$ cat src/rtl/sequenciador_3b_pkg.sv
// rtl/sequenciador_3b_pkg.sv - shared types and constants for the 3-bit scan sequencer
package seq_pkg;

  typedef enum logic {ST_IDLE, ST_RUN} state_e;

  localparam int SEL_W = 3;
  localparam logic [SEL_W-1:0] TERM_HI = 3'd7;
  localparam logic [SEL_W-1:0] TERM_LO = 3'd0;

  function automatic logic [SEL_W-1:0] wrap_next(input logic [SEL_W-1:0] v, input logic up);
    return up ? v + 3'd1 : v - 3'd1;
  endfunction

endpackage

$ cat src/rtl/sequenciador_3b_if.sv
// rtl/sequenciador_3b_if.sv - control inputs and select/terminal-count outputs of the sequencer
interface sequenciador_3b_if;

  logic       en;
  logic       step;
  logic       dir;
  logic       mode;
  logic       load;
  logic [2:0] load_val;
  logic       A;
  logic       B;
  logic       C;
  logic       tc;

  modport master (
    output en, step, dir, mode, load, load_val,
    input  A, B, C, tc
  );

  modport slave (
    input  en, step, dir, mode, load, load_val,
    output A, B, C, tc
  );

endinterface

$ cat src/rtl/sequenciador_3b_divisor_tick.sv
// rtl/sequenciador_3b_divisor_tick.sv - prescaler producing one strobe every DIV cycles while running
module divisor_tick #(
  parameter int DIV = 4
) (
  input  logic clk,
  input  logic rst_n,
  input  logic run,
  input  logic clr,
  output logic strobe
);

  localparam int W = (DIV > 1) ? $clog2(DIV) : 1;
  localparam logic [W-1:0] LAST = W'(DIV - 1);

  logic [W-1:0] cnt_q;

  assign strobe = run && (cnt_q == LAST);

  // Leaving RUN or loading restarts the period so no partial step survives.
  always_ff @(posedge clk or negedge rst_n) begin
    if (!rst_n) begin
      cnt_q <= '0;
    end else if (clr || !run || strobe) begin
      cnt_q <= '0;
    end else begin
      cnt_q <= cnt_q + W'(1);
    end
  end

endmodule

$ cat src/rtl/sequenciador_3b.sv
// rtl/sequenciador_3b.sv - registered 3-bit scan sequencer (wrap, optional ping-pong via SEQ_PINGPONG_EN)
module sequenciador_3b
  import seq_pkg::*;
#(
  parameter int               DIV   = 4,
  parameter logic [SEL_W-1:0] START = 3'd0
) (
  input logic               clk,
  input logic               rst_n,
  sequenciador_3b_if.slave  bus
);

  state_e           state_q, state_d;
  logic [SEL_W-1:0] cnt_q, cnt_d;
  logic             tc_q, tc_d;
  logic             strobe;
  logic             step_en;
`ifdef SEQ_PINGPONG_EN
  logic             pp_q, pp_d;
`endif

  always_comb begin
    state_d = state_q;
    case (state_q)
      ST_IDLE: if (bus.en)  state_d = ST_RUN;
      ST_RUN:  if (!bus.en) state_d = ST_IDLE;
      default: state_d = ST_IDLE;
    endcase
  end

  divisor_tick #(.DIV(DIV)) u_tick (
    .clk    (clk),
    .rst_n  (rst_n),
    .run    (state_q == ST_RUN),
    .clr    (bus.load),
    .strobe (strobe)
  );

  // The external step request only counts while idle.
  assign step_en = (state_q == ST_RUN) ? strobe : bus.step;

  always_comb begin
    cnt_d = cnt_q;
    tc_d  = 1'b0;
`ifdef SEQ_PINGPONG_EN
    pp_d  = pp_q;
`endif
    if (bus.load) begin
      cnt_d = bus.load_val;
`ifdef SEQ_PINGPONG_EN
      pp_d  = bus.dir;
`endif
    end else if (step_en) begin
`ifdef SEQ_PINGPONG_EN
      if (bus.mode) begin
        // Endpoints turn around without repeating the terminal value.
        if (pp_q) begin
          if (cnt_q == TERM_HI) begin
            cnt_d = TERM_HI - 3'd1;
            pp_d  = 1'b0;
          end else begin
            cnt_d = cnt_q + 3'd1;
          end
        end else begin
          if (cnt_q == TERM_LO) begin
            cnt_d = TERM_LO + 3'd1;
            pp_d  = 1'b1;
          end else begin
            cnt_d = cnt_q - 3'd1;
          end
        end
        tc_d = (cnt_d == TERM_HI) || (cnt_d == TERM_LO);
      end else begin
        cnt_d = wrap_next(cnt_q, bus.dir);
        tc_d  = bus.dir ? (cnt_d == TERM_HI) : (cnt_d == TERM_LO);
      end
`else
      cnt_d = wrap_next(cnt_q, bus.dir);
      tc_d  = bus.dir ? (cnt_d == TERM_HI) : (cnt_d == TERM_LO);
`endif
    end
  end

  always_ff @(posedge clk or negedge rst_n) begin
    if (!rst_n) begin
      state_q <= ST_IDLE;
      cnt_q   <= START;
      tc_q    <= 1'b0;
    end else begin
      state_q <= state_d;
      cnt_q   <= cnt_d;
      tc_q    <= tc_d;
    end
  end

`ifdef SEQ_PINGPONG_EN
  always_ff @(posedge clk or negedge rst_n) begin
    if (!rst_n) begin
      pp_q <= 1'b1;
    end else begin
      pp_q <= pp_d;
    end
  end
`endif

  assign bus.A  = cnt_q[2];
  assign bus.B  = cnt_q[1];
  assign bus.C  = cnt_q[0];
  assign bus.tc = tc_q;

endmodule

$ cat src/flat_wrapper.sv
// flat-port wrapper written by rule: the top's interface ports become plain ports
module sequenciador_3b_flat import seq_pkg::*;
#(
  parameter int               DIV   = 4,
  parameter logic [SEL_W-1:0] START = 3'd0
)
  (clk, rst_n, bus_en, bus_step, bus_dir, bus_mode, bus_load, bus_load_val, bus_A, bus_B, bus_C, bus_tc);
  sequenciador_3b_if bus_i ();
  input logic clk;
  input logic rst_n;
  input wire logic [$bits(bus_i.en)-1:0] bus_en;
  input wire logic [$bits(bus_i.step)-1:0] bus_step;
  input wire logic [$bits(bus_i.dir)-1:0] bus_dir;
  input wire logic [$bits(bus_i.mode)-1:0] bus_mode;
  input wire logic [$bits(bus_i.load)-1:0] bus_load;
  input wire logic [$bits(bus_i.load_val)-1:0] bus_load_val;
  output wire logic [$bits(bus_i.A)-1:0] bus_A;
  output wire logic [$bits(bus_i.B)-1:0] bus_B;
  output wire logic [$bits(bus_i.C)-1:0] bus_C;
  output wire logic [$bits(bus_i.tc)-1:0] bus_tc;
  assign bus_i.en = bus_en;
  assign bus_i.step = bus_step;
  assign bus_i.dir = bus_dir;
  assign bus_i.mode = bus_mode;
  assign bus_i.load = bus_load;
  assign bus_i.load_val = bus_load_val;
  assign bus_A = bus_i.A;
  assign bus_B = bus_i.B;
  assign bus_C = bus_i.C;
  assign bus_tc = bus_i.tc;
  sequenciador_3b #(.DIV(DIV), .START(START)) u_core (.clk(clk), .rst_n(rst_n), .bus(bus_i));
endmodule
$ cat config.mk
export PLATFORM = sky130hd
export DESIGN_NAME = sequenciador_3b_flat
export DESIGN_NICKNAME = d
export VERILOG_FILES = /design/src/rtl/sequenciador_3b_pkg.sv /design/src/rtl/sequenciador_3b_if.sv /design/src/rtl/sequenciador_3b_divisor_tick.sv /design/src/rtl/sequenciador_3b.sv /design/src/flat_wrapper.sv
export SDC_FILE = /design/constraint.sdc
export NUM_CORES = 1
export LEC_CHECK = 0
export CORE_AREA = 2 2 39 41
export CTS_CLUSTER_DIAMETER = 100
export DETAILED_ROUTE_END_ITERATION = 10
export DIE_AREA = 0 0 41 43
export DONT_BUFFER_PORTS = 1
export PLACE_DENSITY = 0.54
export SYNTH_ARGS = -nofsm -noshare
export SYNTH_HDL_FRONTEND = slang
export SYNTH_SLANG_ARGS = --single-unit
$ cat constraint.sdc
create_clock -name clk -period 1.8 [get_ports clk]
set_clock_uncertainty 0.2 [all_clocks]
set_input_delay 0.54 -clock clk [delete_from_list [all_inputs] [get_ports clk]]
set_output_delay 0.54 -clock clk [all_outputs]
set_load 0.05 [all_outputs]
==> impl_metrics.tcl, run 1 <==
set metrics [dict create \
    reg2reg_depth 4 \
    total_power_uw 454.0 \
    drive_gt1_share_pct 30.23 \
    syn2layout_area_growth_pct 26.13 \
    cts_tree "done" \
    async_flop_share_pct 100.0 \
    die_w_um 41 \
    ys_warn_count 0 \
    seq_area_frac_synth_pct 45.16 \
    coreArea_um2 1384 \
    setup-violations-final 0 \
    syn_inst 33 \
    tightest_slew_ps 511.6 \
    yosys.area.top_type "dfrtp_1" \
    slowest_stage "dfrtp_2" \
    worstPathArrival_ps 1740 \
    synth-seq-cells 7 \
    peakVddDrop_uv 419.9 \
    htree_levels 1 \
    avgSynthCellArea_um2 11.75 \
    grt_overflow_total 0 \
    antenna_found_initial 0 \
    drtIter0Drc 3 \
    cpPeakStageDelay_ps 420 \
    route.detailed.drc 0 \
    numCtsBuffers 3 \
    ys_top_cells_by_area "dfrtp_1, ha_1, fa_1, mux2i_1, xnor2_1" \
    fin_area_um2 489.2 \
    pre_cts_slack_ps -44.75 \
    rows 14 \
    initial_core_util_pct 28.03 \
    synthesis.nets 48 \
    grt_max_degree 11 \
    avgViaCountPerCell 4.763 \
    period_share_pct 97.44 \
    nets 59 \
    synth_cell_type_count 18 \
    die-area_um2 1763 \
    grt_usage_pct 12.16 \
    drt_wl_total_um 839 \
    yosys.area.top_type_share_pct 45.16 \
    drt_pass1_iterations 2 \
    ios 14 \
    timing_hold_violations_final 0 \
    maxCapViolations 0 \
    p_leak_uw 0.0002336 \
    r2r-start "u_core.cnt_q[0]" \
    seqCellArea_um2 177.7 \
    portBuffers 0 \
    clock_latency_ps 250 \
    cts_root_buf "clkbuf_4" \
    synth_edf_count 0 \
    grt_pass1_vias 316 \
    wire_per_inst_um 14.22 \
    drtAntennaViolNets 0 \
    slew_violations 0 \
    clock-sinks 7 \
    slew_headroom_pct 65.90 \
    r2r_end "u_core.cnt_q[2]" \
    multiInputGateArea_um2 202.7 \
    placed_cell_area_um2 445.4 \
    hold_path_end "u_core.state_q" \
    antenna_cells 0 \
    whs_path_depth 0 \
    rsz0062_at_grt "no" \
    fillCellCount 140 \
    fmax_mhz 570.2 \
    synth_flop_cell "dfrtp_1" \
    cp_max_fo 2 \
    grt_pass1_wl_mm 1.352 \
    critPathLaunchType "register" \
    status "finished, final reports clean" \
    hold_start "bus_en" \
    rrSetupSlack_ps 50 \
    routed-via-count 281 \
    fin_ws_ps 46.16 \
    path_cells "fa_2 > xor2_1 > or4_1 > nand3_1" \
    postLayoutCoreUtil_pct 35.35 \
    hold_class "in2reg" \
    hold_ws_ps 119.8 \
    endpoint_kind "register" \
    clk_pin_slew_ps 60 \
    synth.most_common_cell "dfrtp_1" \
    post_cts_resized 0 \
    cts_buffer_depth 2 \
    synthTopCellsByCount "dfrtp_1, ha_1, nand2_1" \
    gp_congestion 0.6760 \
    netlist_area_um2 387.9 \
    post-route-min-period_ps 1754 \
    die_y_um 43 \
    power_density_nw_per_um2 927.9 \
    worstPathRequired_ps 1780 \
    critPathKind "reg2reg" \
]
## power breakdown
group / switching [µW] / internal, µW / total [µW]
clock: 58.2 / 84.6 / 143
sequential: 25.3 / 171 / 196
combinational: 61.1 / 53.9 / 115
## metrics by stage
step           setup TNS, ps  std cells
3_5_place_dp          -76.59         53
6_report                   0         59
2_1_floorplan         -35.28         33
5_1_grt                    0         59
3_3_place_gp          -33.44         53
4_1_cts                    0         58
## cells by family (layout without fill, tap and decap cells)
logic type	count (synthesis)	in the layout	synth area share (%)
AO/OA/AOI/OAI	3	3	3.870
XOR/XNOR	3	3	6.775
adder cells (fa/ha/maj)	5	5	18.07
buffers and inverters	3	13	3.225
flip-flops	7	7	45.16
multiplexers	3	3	8.709
AND/OR/NAND/NOR	9	9	14.20
## flip-flops by register name (all words and copies together), names as in the netlist
signal / flops
u_core.state_q: 1
u_core.bus.tc: 1
u_core.u_tick.cnt_q: 2
u_core.cnt_q: 3
## placed cells by master, fill, tap and decap left out, types with 2 or more instances in the layout
cell / count
buf_4: 6
dfrtp_1: 5
ha_1: 4
nand2_1: 3
clkbuf_4: 3
inv_1: 2
mux2i_1: 2
xnor2_1: 2
o21ai_1: 2
dfrtp_2: 2
## layer usage
layer | global-route usage, % | vias to the layer above | wire length [µm]
li1 | - | 133 | -
met1 | 12.91 | 134 | 284
met2 | 18.13 | 14 | 454
met3 | 10.47 | 0 | 100
met4 | 2.000 | 0 | 0
met5 | 0 | - | 0
## how the worst max path moves through the flow
stage / startpoint / end / depth (start not counted) / slack [ps]
final: u_core.cnt_q[0] / u_core.cnt_q[2] / 4 / 50
after floorplan: u_core.cnt_q[0] / u_core.cnt_q[2] / 4 / -40
after detailed placement: bus_dir / u_core.cnt_q[2] / 5 / -40
after global placement: bus_dir / u_core.cnt_q[2] / 5 / -30
after global routing: u_core.cnt_q[1] / u_core.cnt_q[2] / 4 / 3
after CTS: u_core.cnt_q[0] / u_core.cnt_q[2] / 4 / 50
## repair_timing
action	4_1_cts	5_1_grt
hold buffers	1	0
hold endpoints to repair	7	0
setup buffers	0	1
setup endpoints to repair	0	1
## final cells by class
class / count / share of cell area, %
clock buffer: 4 / 5.371
inverter: 2 / 1.535
tap: 16 / 4.092
timing repair buffer: 7 / 11.25
multi-input combinational: 23 / 41.43
sequential: 7 / 36.32
## worst max-delay path: cells and delay by family, from the launching register on
kind	cells	cell delay, ps
xor gates and xnor gates	1	160
adders and majority gates	1	400
DFF	1	420
and+or+nand+nor	2	510
No activity file was read; power rests on OpenSTA's default activity.
==> run 2: changes to the inputs <==
--- a/config.mk
+++ b/config.mk
@@ -10,7 +10,8 @@
 export DETAILED_ROUTE_END_ITERATION = 10
 export DIE_AREA = 0 0 41 43
 export DONT_BUFFER_PORTS = 1
-export PLACE_DENSITY = 0.54
+export PLACE_DENSITY = 0.5
+export RECOVER_POWER = 25
 export SYNTH_ARGS = -nofsm -noshare
 export SYNTH_HDL_FRONTEND = slang
 export SYNTH_SLANG_ARGS = --single-unit
==> run 2 against run 1 <==
Net effect:
- global-route usage increased by 0.61 points
- utilization increased by 0.54 points
- total power increased by 0.23%
- flip-flop and latch count unchanged
- register-to-register slack about the same
- final cell count increased by 1.7%
- critical path depth decreased by 2
- final area increased by 1.5%
- routed wire length decreased by 4.1%
- non-clock buffer count increased by 1
- sequential share of layout area decreased by 0.55 points
- setup slack improved by 7.6 ps
- highest routed layer unchanged
==> impl_metrics.tcl, run 2 (same netlist as run 1, synthesis figures left out) <==
set metrics [dict create \
    die_w_um 41 \
    critPathKind "reg2out" \
    grtUsageMet2_pct 20.31 \
    gp_congestion 0.6404 \
    p_leak_uw 0.0002385 \
    worstPathRequired_ps 1060 \
    r2r-start "u_core.cnt_q[1]" \
    maxCapViolations 0 \
    numCtsBuffers 3 \
    period_share_pct 97.01 \
    cpPeakStageDelay_ps 430 \
    coreArea_um2 1384 \
    rows 14 \
    gr-usage-met1_pct 13.25 \
    clock_latency_ps 250 \
    cts_buffer_depth 2 \
    crit_buf_inv 2 \
    drive_gt1_share_pct 31.82 \
    layout_commonest_cell "buf_4" \
    layout_common_cells "buf_4, dfrtp_1, ha_1, nand2_1, clkbuf_4" \
    htree_levels 1 \
    clk_pin_slew_ps 50 \
    wire_per_inst_um 13.42 \
    drt_pass1_iterations 2 \
    tightest_slew_ps 440.3 \
    dp_hpwl_um 645.7 \
    timing_hold_violations_final 0 \
    placed_cell_area_um2 445.4 \
    ios 14 \
    whs_path_depth 0 \
    avgViaCountPerCell 4.717 \
    nets 60 \
    initial_core_util_pct 28.03 \
    antenna_found_initial 0 \
    post_cts_resized 0 \
    crit_family "flip-flops" \
    routed-via-count 283 \
    grt_max_degree 11 \
    drtAntennaViolNets 0 \
    grt_usage_pct 12.77 \
    r2r_end "u_core.cnt_q[2]" \
    fin_area_um2 496.7 \
    critPathLaunchType "register" \
    antenna_cells 0 \
    grt_pass1_vias 334 \
    reg2reg_depth 4 \
    cp_max_fo 3 \
    drt_wl_total_um 805 \
    worstPathArrival_ps 1010 \
    grtUsageMet3_pct 7.853 \
    rsz0062_at_grt "no" \
    slew_violations 0 \
    cts_tree "done" \
    slew_headroom_pct 70.67 \
    peakVddDrop_uv 479.6 \
    grt_pass1_wl_mm 1.442 \
    postLayoutCoreUtil_pct 35.90 \
    power_density_nw_per_um2 916.0 \
    grt_overflow_total 0 \
    hold_path_end "u_core.state_q" \
    total_power_uw 455.0 \
    post-route-min-period_ps 1746 \
    die-area_um2 1763 \
    die_y_um 43 \
    path_cells "buf_4 > buf_4" \
    status "finished, final reports clean" \
    drtIter0Drc 1 \
    hold_start "bus_en" \
    critPathMostFrequentCell "buf_4" \
    grt_busiest_layer "met2" \
    largest_reg_flops 3 \
    fmax_mhz 572.7 \
    clock-sinks 7 \
    portBuffers 0 \
    endpoint_kind "output port" \
    cts_root_buf "clkbuf_4" \
    syn2layout_area_growth_pct 28.06 \
    slowest_stage "dfrtp_2" \
    hold_ws_ps 122.2 \
    rrSetupSlack_ps 60 \
    regMostFlops "u_core.cnt_q" \
    setup-violations-final 0 \
    route.detailed.drc 0 \
    hold_class "in2reg" \
    top_regs "u_core.cnt_q (3), u_core.u_tick.cnt_q (2)" \
]
[run 2: changes by cell type in the layout (fill, tap and decap cells not counted)]
cell / change
buf_4: +1
[run 2: worst max path at each step]
stage | from | end | cells after the start
CTS | u_core.cnt_q[1] | u_core.cnt_q[2] | 4
floorplan | u_core.cnt_q[0] | u_core.cnt_q[2] | 4
detailed placement | bus_dir | u_core.cnt_q[2] | 5
global placement | bus_dir | u_core.cnt_q[2] | 5
global route | u_core.cnt_q[1] | u_core.cnt_q[2] | 4
finish | u_core.cnt_q[1] | bus_B | 2
[run 2: power by group]
part / total [µW] / switching (µW) / internal (µW) / leakage [µW]
registers: 185 / 13.8 / 171 / 0.0000865
clock network: 141 / 56.3 / 84.5 / 0.0000150
logic: 129 / 71.4 / 57.9 / 0.000137
[run 2: per-stage QoR]
stage | cells | TNS, ps | worst slack (ps)
after floorplan | 33 | -35.28 | -35.28
after global placement | 53 | -30.49 | -30.49
after detailed placement | 53 | -87.97 | -44.66
after CTS | 58 | 0 | 46.99
after global routing | 60 | 0 | 4.135
final | 60 | 0 | 53.78
[run 2: layer usage]
layer | up-vias | share of wire, %
met5 | - | 0
met4 | 0 | 0
met3 | 0 | 6.8
met2 | 9 | 56
met1 | 141 | 37
li1 | 133 | -
[run 2: layout make-up]
type,count,area (µm²)
multi-input cells,23,202.7
inverters,2,7.507
clock buffers,4,26.28
well taps,16,20.02
fillers,151,887.1
flip-flops and latches,7,177.7
repair buffers,8,62.56
[run 2: timing repair]
| item | in CTS | in global routing |
|---|---|---|
| hold endpoints to repair | 7 | 0 |
| buffers inserted | 0 | 2 |
| hold buffers | 1 | 0 |
| endpoints found under the setup margin | 0 | 1 |
[run 2: worst reg2reg max path, cell delays in order, from the launching register on]
cell,delay (ps)
dfrtp_2,430
fa_2,380
xor2_1,160
or4_1,410
nand3_1,90
==> run 3: changes to the inputs <==
--- a/config.mk
+++ b/config.mk
@@ -10,8 +10,9 @@
 export DETAILED_ROUTE_END_ITERATION = 10
 export DIE_AREA = 0 0 41 43
 export DONT_BUFFER_PORTS = 1
-export PLACE_DENSITY = 0.5
+export PLACE_DENSITY = 0.51
 export RECOVER_POWER = 25
 export SYNTH_ARGS = -nofsm -noshare
 export SYNTH_HDL_FRONTEND = slang
+export SYNTH_HIERARCHICAL = 1
 export SYNTH_SLANG_ARGS = --single-unit
==> run 3 against run 2 <==
Net effect:
- total power shrank 2.7%
- largest power group unchanged
- worst hold slack lost 2.3 ps
- non-clock buffer count is the same
- register-to-register slack gained 20 ps
- utilization grew 0.54 points
- critical path depth is the same
- global-route usage shrank 1.5 points
- clock-buffer cell count is the same
- sequential power grew 5%
- clock power is essentially flat
- synthesized cell count is the same
==> impl_metrics.tcl, run 3 <==
set metrics [dict create \
    drt_pass1_iterations 4 \
    maxCapViolations 0 \
    worstPathRequired_ps 1060 \
    nets 61 \
    yosys.area.top_type_share_pct 44.44 \
    die_y_um 43 \
    grtUsageMet3_pct 5.759 \
    route.detailed.drc 0 \
    clk_pin_slew_ps 50 \
    cpPeakStageDelay_ps 430 \
    seq_area_frac_synth_pct 44.44 \
    syn2layout_area_growth_pct 27.94 \
    peakVddDrop_uv 331.0 \
    clock_latency_ps 250 \
    ys_top_cells_by_area "dfrtp_1, ha_1, mux2i_1, fa_1, xnor2_1" \
    slew_violations 0 \
    synth_flop_cell "dfrtp_1" \
    numCtsBuffers 3 \
    grt_max_degree 11 \
    grt_overflow_total 0 \
    synth_edf_count 0 \
    power_density_nw_per_um2 878.0 \
    cp_max_fo 3 \
    fin_area_um2 504.2 \
    fin_ws_ps 67.01 \
    gr-usage-met1_pct 12.54 \
    avgSynthCellArea_um2 11.94 \
    drtIter0Drc 8 \
    synth.most_common_cell "dfrtp_1" \
    yosys.area.top_type "dfrtp_1" \
    async_flop_share_pct 100.0 \
    post-route-min-period_ps 1733 \
    critPathKind "reg2out" \
    grt_busiest_layer "met2" \
    rows 14 \
    ys_warn_count 6 \
    layout_commonest_cell "buf_4" \
    grt_pass1_vias 308 \
    synth-seq-cells 7 \
    drive_gt1_share_pct 33.33 \
    htree_levels 1 \
    coreArea_um2 1384 \
    portBuffers 0 \
    ios 14 \
    critPathLaunchType "register" \
    placed_cell_area_um2 456.7 \
    grt_pass1_wl_mm 1.235 \
    rsz0062_at_grt "no" \
    cts_tree "done" \
    fillCellCount 136 \
    die_w_um 41 \
    die-area_um2 1763 \
    top_regs "u_core/cnt_q (3), u_core/u_tick/cnt_q (2)" \
    grt_usage_pct 11.23 \
    largest_reg_flops 3 \
    path_cells "buf_4 > buf_4" \
    worstPathArrival_ps 990 \
    slew_headroom_pct 64.13 \
    pre_cts_slack_ps -81.16 \
    gp_congestion 0.6666 \
    clock-sinks 7 \
    cts_root_buf "clkbuf_4" \
    antenna_cells 0 \
    critPathMostFrequentCell "buf_4" \
    cts_buffer_depth 2 \
    netlist_area_um2 394.1 \
    status "finished, final reports clean" \
    rrSetupSlack_ps 80 \
    tightest_slew_ps 538.1 \
    routed-via-count 274 \
    hold_ws_ps 119.9 \
    period_share_pct 96.28 \
    syn_inst 33 \
    timing_hold_violations_final 0 \
    regMostFlops "u_core/cnt_q" \
    antenna_found_initial 0 \
    synth_cell_type_count 16 \
    avgViaCountPerCell 4.492 \
    drt_wl_total_um 763 \
    p_leak_uw 0.0002410 \
    wire_per_inst_um 12.51 \
    layout_common_cells "buf_4, dfrtp_1" \
    endpoint_kind "output port" \
    drtAntennaViolNets 0 \
    slowest_stage "dfrtp_2" \
    synthTopCellsByCount "dfrtp_1, ha_1, mux2i_1, nand2_1, o21ai_0" \
    synthesis.nets 48 \
    fmax_mhz 577.0 \
    grtUsageMet2_pct 15.63 \
    hold_class "in2reg" \
    initial_core_util_pct 28.48 \
    setup-violations-final 0 \
]
[run 3: layout make-up]
cell class,instances,area [µm²],area share [%]
Multi-Input combinational cell,24,210.2,41.69
Sequential cell,7,177.7,35.24
Timing Repair Buffer,8,62.56,12.41
Clock buffer,4,26.28,5.211
Tap cell,16,20.02,3.970
Inverter,2,7.507,1.489
[run 3: critical path, delay by kind of cell, from the launching register on]
kind                   cells  cell delay (ps)
buffers and inverters      2              320
flip-flops                 1              430
[run 3: stage by stage]
step / util, % / setup TNS, ps / total power (µW) / instances
CTS: 35.62 / 0 / 445.7 / 59
global placement: 33.00 / -55.45 / 289.0 / 54
finish: 36.44 / 0 / 442.7 / 61
floorplan: - / -40.44 / 264.7 / 33
detailed placement: 33.00 / -120.3 / 294.8 / 54
global route: 36.44 / 0 / 471.8 / 61
[run 3: repair_timing]
item | in CTS | in global routing
resized for setup | 0 | 1
hold buffers | 1 | 0
setup endpoints to repair | 0 | 1
endpoints found under the hold margin | 7 | 0
setup buffers | 0 | 2
[run 3: final timing paths]
kind / startpoint / to / cells after the start
max reg2reg: u_core/cnt_q[0] / u_core/cnt_q[2] / 4
min: bus_en / u_core/state_q / 0
min in group asynchronous: rst_n / u_core/bus.tc / 1
max in group asynchronous: rst_n / u_core/cnt_q[0] / 1
min reg2reg: u_core/u_tick/cnt_q[0] / u_core/u_tick/cnt_q[0] / 2
max: u_core/cnt_q[1] / bus_B / 2
[run 3: kinds of logic (layout without fill, tap and decap cells)]
| logic type | count (synthesis) | in the layout | share of synthesized area, % |
|---|---|---|---|
| AND/OR/NAND/NOR | 10 | 10 | 17.78 |
| buffers and inverters | 2 | 14 | 1.905 |
| XOR/XNOR | 3 | 3 | 6.668 |
| adder cells (fa/ha/maj) | 5 | 5 | 17.78 |
| AO/OA/AOI/OAI | 3 | 3 | 3.808 |
| flip-flops | 7 | 7 | 44.44 |
| multiplexers | 3 | 3 | 7.619 |
[run 3: power by group]
part | leakage [µW] | switching [µW] | internal (µW) | total [µW]
Combinational | 0.000140 | 56.3 | 50.3 | 107
Clock | 0.0000150 | 56.9 | 84.5 | 141
Sequential | 0.0000865 | 24.1 | 171 | 195
[run 3: metal layers]
metal,wire length [µm],vias up
met5,0,-
met4,0,0
met3,60,0
met2,386,11
met1,317,127
li1,-,136
